==> config.mk <==
export PLATFORM = sky130hd
export DESIGN_NAME = pipe_flow_ctrl
export DESIGN_NICKNAME = d
export VERILOG_FILES = /design/src/rtl/pipe_pkg.sv /design/src/rtl/pipe_stage_reg.sv /design/src/rtl/pipe_flow_ctrl.sv
export SDC_FILE = /design/constraint.sdc
export NUM_CORES = 1
export LEC_CHECK = 0
export ABC_AREA = 1
export CORE_ASPECT_RATIO = 1.1
export CORE_MARGIN = 2
export CORE_UTILIZATION = 43
export DETAILED_ROUTE_END_ITERATION = 10
export PLACE_DENSITY = 0.81
export SLEW_MARGIN = 25
export SYNTH_ARGS = -nofsm -noshare
export SYNTH_HDL_FRONTEND = slang
export SYNTH_SLANG_ARGS = --single-unit
==> constraint.sdc <==
create_clock -name clk -period 3.17 [get_ports clk]
set_input_delay 0.4755 -clock clk [delete_from_list [all_inputs] [get_ports clk]]
set_output_delay 0.4755 -clock clk [all_outputs]
set_load 0.01 [all_outputs]
==> src/rtl/pipe_pkg.sv <==
// Shared types and constants for the pipeline flow controller.
package pipe_pkg;

    typedef struct packed {
        logic        valid;
        logic [31:0] pc;
        logic [4:0]  rd;
        logic        is_load;
        logic        is_store;
        logic        is_branch;
    } stage_meta_t;

    localparam int STG_IF  = 0;
    localparam int STG_ID  = 1;
    localparam int STG_EX  = 2;
    localparam int STG_MEM = 3;
    localparam int STG_WB  = 4;

    localparam logic [31:0] PC_STEP = 32'd4;

    // Bubbles must never look like a forwarding source to the hazard unit.
    function automatic stage_meta_t meta_gate(input stage_meta_t m);
        stage_meta_t g;
        g = m;
        if (!m.valid) begin
            g.rd        = 5'd0;
            g.is_load   = 1'b0;
            g.is_store  = 1'b0;
            g.is_branch = 1'b0;
        end
        return g;
    endfunction

endpackage

==> src/rtl/pipe_stage_reg.sv <==
// One pipeline stage register: hold (with in-place invalidate), bubble, or load.
module pipe_stage_reg
    import pipe_pkg::*;
(
    input  logic        clk,
    input  logic        reset,
    input  logic        hold,
    input  logic        bubble,
    input  logic        clear,
    input  stage_meta_t d,
    output stage_meta_t q
);

    // clear only acts on held contents; a loading stage takes d.valid as-is.
    always_ff @(posedge clk) begin
        if (reset) begin
            q <= '0;
        end else if (hold) begin
            q.valid <= q.valid & ~clear;
        end else if (bubble) begin
            q.valid <= 1'b0;
        end else begin
            q <= d;
        end
    end

endmodule

==> src/rtl/pipe_flow_ctrl.sv <==
// Applies hazard-unit stall/invalidate/redirect to the 5-stage pipeline.
// Define PIPE_PERF_CNT_EN to add the retired/stall/flush performance counters.
module pipe_flow_ctrl
    import pipe_pkg::*;
#(
    parameter logic [31:0] RESET_PC  = 32'h0000_0000,
    parameter int          MAX_STALL = 16
)
(
    input  logic        clk,
    input  logic        reset,
    input  logic        stall_if,
    input  logic        stall_id,
    input  logic        inv_if,
    input  logic        inv_id,
    input  logic        inv_ex,
    input  logic        inv_mem,
    input  logic        redirect,
    input  logic [31:0] redirect_pc,
    input  logic [4:0]  id_rd,
    input  logic        id_is_load,
    input  logic        id_is_store,
    input  logic        id_is_branch,
    output logic [31:0] if_pc,
    output logic [31:0] id_pc,
    output logic [31:0] ex_pc,
    output logic [31:0] mem_pc,
    output logic        id_valid,
    output logic        ex_valid,
    output logic        mem_valid,
    output logic        wb_valid,
    output logic        ex_invalid,
    output logic        mem_invalid,
    output logic [4:0]  ex_rd,
    output logic [4:0]  mem_rd,
    output logic [4:0]  wb_rd,
    output logic        is_load_ex,
    output logic        is_store_ex,
    output logic        is_branch_ex,
    output logic        is_load_mem,
    output logic        retire,
`ifdef PIPE_PERF_CNT_EN
    output logic [31:0] perf_retired,
    output logic [31:0] perf_stall,
    output logic [31:0] perf_flush,
`endif
    output logic        stall_timeout
);

    logic [31:0] if_pc_q;
    logic        if_valid_q;
    stage_meta_t id_d, ex_d, mem_d, wb_d;
    stage_meta_t id_q, ex_q, mem_q, wb_q;
    stage_meta_t ex_g, mem_g, wb_g;
    logic        id_hold, id_bubble, id_clear;
    logic [7:0]  stall_cnt_q, stall_cnt_nxt;
    logic        timeout_q, retire_q;
    logic [STG_WB:STG_IF] stg_valid;
    logic        unused_meta;

    always_ff @(posedge clk) begin
        if (reset) begin
            if_pc_q    <= RESET_PC;
            if_valid_q <= 1'b0;
        end else begin
            if_valid_q <= 1'b1;
            if (redirect)
                if_pc_q <= redirect_pc;
            else if (!stall_if)
                if_pc_q <= if_pc_q + PC_STEP;
        end
    end

    // stall_id is only meaningful together with stall_if.
    always_comb begin
        id_hold   = stall_if & stall_id;
        id_bubble = stall_if & ~stall_id;
        id_clear  = inv_id | redirect;

        id_d       = '0;
        id_d.valid = if_valid_q & ~inv_if & ~redirect;
        id_d.pc    = if_pc_q;

        ex_d           = '0;
        ex_d.valid     = id_q.valid & ~inv_id;
        ex_d.pc        = id_q.pc;
        ex_d.rd        = id_rd;
        ex_d.is_load   = id_is_load;
        ex_d.is_store  = id_is_store;
        ex_d.is_branch = id_is_branch;

        mem_d       = ex_q;
        mem_d.valid = ex_q.valid & ~inv_ex;

        wb_d       = mem_q;
        wb_d.valid = mem_q.valid & ~inv_mem;
    end

    pipe_stage_reg u_id (
        .clk(clk), .reset(reset), .hold(id_hold), .bubble(id_bubble),
        .clear(id_clear), .d(id_d), .q(id_q)
    );
    pipe_stage_reg u_ex (
        .clk(clk), .reset(reset), .hold(1'b0), .bubble(id_hold),
        .clear(1'b0), .d(ex_d), .q(ex_q)
    );
    pipe_stage_reg u_mem (
        .clk(clk), .reset(reset), .hold(1'b0), .bubble(1'b0),
        .clear(1'b0), .d(mem_d), .q(mem_q)
    );
    pipe_stage_reg u_wb (
        .clk(clk), .reset(reset), .hold(1'b0), .bubble(1'b0),
        .clear(1'b0), .d(wb_d), .q(wb_q)
    );

    always_comb begin
        stall_cnt_nxt = 8'd0;
        if (stall_if && !redirect)
            stall_cnt_nxt = (stall_cnt_q == 8'hFF) ? 8'hFF : stall_cnt_q + 8'd1;
    end

    always_ff @(posedge clk) begin
        if (reset) begin
            stall_cnt_q <= 8'd0;
            timeout_q   <= 1'b0;
            retire_q    <= 1'b0;
        end else begin
            stall_cnt_q <= stall_cnt_nxt;
            retire_q    <= wb_q.valid;
            if (stall_cnt_nxt == 8'(MAX_STALL))
                timeout_q <= 1'b1;
        end
    end

`ifdef PIPE_PERF_CNT_EN
    always_ff @(posedge clk) begin
        if (reset) begin
            perf_retired <= 32'd0;
            perf_stall   <= 32'd0;
            perf_flush   <= 32'd0;
        end else begin
            perf_retired <= perf_retired + {31'd0, retire_q};
            perf_stall   <= perf_stall + {31'd0, stall_if};
            perf_flush   <= perf_flush + {31'd0, redirect};
        end
    end
`endif

    assign ex_g  = meta_gate(ex_q);
    assign mem_g = meta_gate(mem_q);
    assign wb_g  = meta_gate(wb_q);

    assign stg_valid[STG_IF]  = if_valid_q;
    assign stg_valid[STG_ID]  = id_q.valid;
    assign stg_valid[STG_EX]  = ex_q.valid;
    assign stg_valid[STG_MEM] = mem_q.valid;
    assign stg_valid[STG_WB]  = wb_q.valid;

    assign if_pc         = if_pc_q;
    assign id_pc         = id_q.pc;
    assign ex_pc         = ex_q.pc;
    assign mem_pc        = mem_q.pc;
    assign id_valid      = stg_valid[STG_ID];
    assign ex_valid      = stg_valid[STG_EX];
    assign mem_valid     = stg_valid[STG_MEM];
    assign wb_valid      = stg_valid[STG_WB];
    assign ex_invalid    = ~stg_valid[STG_EX];
    assign mem_invalid   = ~stg_valid[STG_MEM];
    assign ex_rd         = ex_g.rd;
    assign mem_rd        = mem_g.rd;
    assign wb_rd         = wb_g.rd;
    assign is_load_ex    = ex_g.is_load;
    assign is_store_ex   = ex_g.is_store;
    assign is_branch_ex  = ex_g.is_branch;
    assign is_load_mem   = mem_g.is_load;
    assign retire        = retire_q;
    assign stall_timeout = timeout_q;

    assign unused_meta = ^{stg_valid[STG_IF], id_q.rd, id_q.is_load, id_q.is_store,
                           id_q.is_branch, ex_g.pc, ex_g.valid, mem_g.pc, mem_g.valid,
                           mem_g.is_store, mem_g.is_branch, wb_g.pc, wb_g.valid,
                           wb_g.is_load, wb_g.is_store, wb_g.is_branch};

    a_stall_id_alone: assert property (@(posedge clk) disable iff (reset)
        !(stall_id && !stall_if));

endmodule

==> metrics.md <==
| Metric | Value |
|---|---|
| Setup crit start kind | register |
| DP HPWL | ~14000 um |
| Ys async rst share | 0% |
| # Post-CTS Setup Buffers | 0 |
| CTS Hold Bufs | 0 |
| Cts repair resizes | 0 |
| Worst VDD drop | 0.3973 mV |
| Total negative slack | 0 ns |
| Worst path top cell family by delay | buffers and inverters |
| Core Area | 16430 sq um |
| CP arrival | approximately 1.7 ns |
| Syn_nets | approximately 1000 |
| Most frequent cells in the layout | clkdlybuf4s50_1 (202), dfxtp_1 (162), nand2_1 (157) |
| WS Path Type | reg2out |
| Grt ovf | 0 |
| Die H | around 140 um |
| FMAX | 0.4599 GHz |
| PD cells | around 520 nW/um^2 |
| Die width | ~130 um |
| Final Critical Period | ~2.2 ns |
| Worst-skew pair later-pin latency | ~0.42 ns |
| Syn. warnings | 0 |
| Critical path, cell by cell | nand2_1 > inv_1 > clkdlybuf4s50_1 |
| Avg WL per Cell | 14.97 um |
| Synth area leader | dfxtp_1 |
| Leak Pwr | ~3.7 nW |
| Top area cells in the synthesized netlist | dfxtp_1 (45%), buf_4 (9.9%), nand2_1 (8.1%) |
| Area delta synth->final | 28.64% |
| CTS buffer count | 17 |
| Final Skew | ~0.0094 ns |
| Remaining antenna violation count after routing | 0 |
| Post-synth EDFFs | 0 |
| Sequential fraction of the synthesis area | roughly 45% |
| Number of global-route vias before repair | between 5000 and 6000 |
| Sink Count | around 160 |
| Most common cell after layout, fill and taps aside | clkdlybuf4s50_1 |
| CP required | roughly 2.7 ns |
| Slew @ Worst Pin | 0.7911 ns |
| Htree depth | 4 |
| Fillers | 1487 |
| Fin Hold WS | 0.4141 ns |
| Overall die area | 17950 sq um |
| CTS root buffer | clkbuf_16 |
| Clock transition at path regs | ~0.060 ns |
| Distinct cell type count after synthesis | 29 |
| First-pass GRT wire length | a little over 30000 um |
| Std cell rows | 49 |
| Vias per inst | approximately 4.9 |
| Crit-path max cell delay | 0.56 ns |
| TritonCTS clock tree | done |
| 1st-pass router iterations | 5 |
| #FFs+latches synth | between 150 and 200 |
| # setup viols final | 0 |
| Synth Instances | roughly 1000 |
| Final #Nets | roughly 1100 |
| Cell area after synthesis | about 7300 sq um |
| Status | completed |
| Max_slew headroom | between 40% and 50% |
| Initial antenna violation count | 1 |
| Total Wirelength | ~20000 um |
| Critical-path top delay cell | dfxtp_1 |
| Layout cell share with drive strength beyond 1 | 4.818% |
| Crit Path Max Fanout | 10 |
| Starting Density | between 40% and 50% |
| GRT Total Usage | approximately 22% |
| Most used DFF post-synth | dfxtp_1 |
| Top cell type's share of synthesized area | approximately 45% |
| Worst Path Buf+Inv | 2 |
| DR DRC count | 0 |
| Number of max-cap violations | 0 |
| Max-slew violation count | 0 |
| RD Place Congestion | around 0.96 |
| PortBufs | slightly above 200 |
| Worst-case clock buffer depth | 2 |
| Final period utilization | about two thirds |
| Vias post-DR | 6364 |
| Hold Crit Class | reg2reg |
| IO Count | about 200 |
| Largest net degree at the start of global routing | 67 |
| Final design utilization | 56.88% |
| CP Capture Type | output pin |
| Initial drt markers | 470 |
| Syn_area_per_cell | roughly 7.3 sq um |
| RSZ-0062 raised after global routing | false |
| Final hold vios | 0 |
final cells by class:
type	count	area, sq um	area share (%)
diodes	1	2.502	0.02678
clock buffers	21	460.4	4.927
clock inverters	10	133.9	1.433
inverters	142	533.0	5.704
multi-input cells	553	2595	27.77
flip-flops and latches	162	3243	34.70
well taps	204	255.2	2.731
repair buffers	212	2122	22.71
worst min-delay path, delay by kind of cell, from the launching register on:
| kind | cells | cell delay [ns] |
|---|---|---|
| flops | 1 | 0.31 |
| buf+inv | 1 | 0.04 |
| simple gates | 1 | 0.03 |
registers in the layout, indices dropped and copies added (netlist names):
signal	cells
if_pc	32
if_valid_q	1
retire	1
stall_cnt_q	8
stall_timeout	1
u_ex.q	41
u_id.q	33
u_mem.q	39
u_wb.q	6
final timing paths:
check | from | slack, ns | to | cells after the start
worst max-delay path | u_ex.q[40] | 1.0 | is_store_ex | 3
worst min-delay path | u_mem.q[3] | 0.41 | u_wb.q[3] | 2
worst max register to register | if_pc[2] | 1.33 | if_pc[14] | 7
worst min register to register | u_mem.q[3] | 0.41 | u_wb.q[3] | 2
kinds of logic after synthesis:
kind of cell             after synthesis  synth area share (%)
flip-flops                           162                 44.64
AO/OA/AOI/OAI                        174                 13.25
buffers and inverters                281                 19.63
AND/OR/NAND/NOR                      360                 20.08
XOR/XNOR                              17                 2.050
adder cells (fa/ha/maj)                2                0.3444
Yosys cell counts, types with 9 or more instances:
cell / instances
buf_2: 9
inv_1: 142
nand3_1: 29
dfxtp_1: 162
a21oi_1: 62
clkbuf_1: 32
buf_4: 96
nor2_1: 148
nand2_1: 157
o21ai_0: 73
a211oi_1: 26
xor2_1: 16
where the power goes:
group | total, mW | switching (mW) | internal [mW]
clock | 2.07 | 0.801 | 1.27
combinational | 0.569 | 0.281 | 0.288
sequential | 2.24 | 0.0941 | 2.15
layer usage:
| metal | up-vias | GRT usage (%) | wire length, um | part of all wire (%) |
|---|---|---|---|---|
| met2 | 234 | 35.43 | 9338 | 48 |
| met5 | - | 0 | 0 | 0 |
| li1 | 3201 | - | - | - |
| met4 | 0 | 10.53 | 682 | 3.5 |
| met1 | 2882 | 27.86 | 8371 | 43 |
| met3 | 47 | 4.393 | 1149 | 5.9 |
through the flow:
stage          power (mW)  area [sq um]  instances  worst slack, ns
2_1_floorplan       2.603          7264        996            1.663
3_3_place_gp        2.838          8748       1273           0.8283
3_5_place_dp        2.850          8748       1273           0.8108
4_1_cts             4.908          9343       1304           0.9526
5_1_grt             5.052          9345       1305           0.9039
6_report            4.881          9345       1305           0.9955
Note: power is estimated with default switching activity, not from simulation.
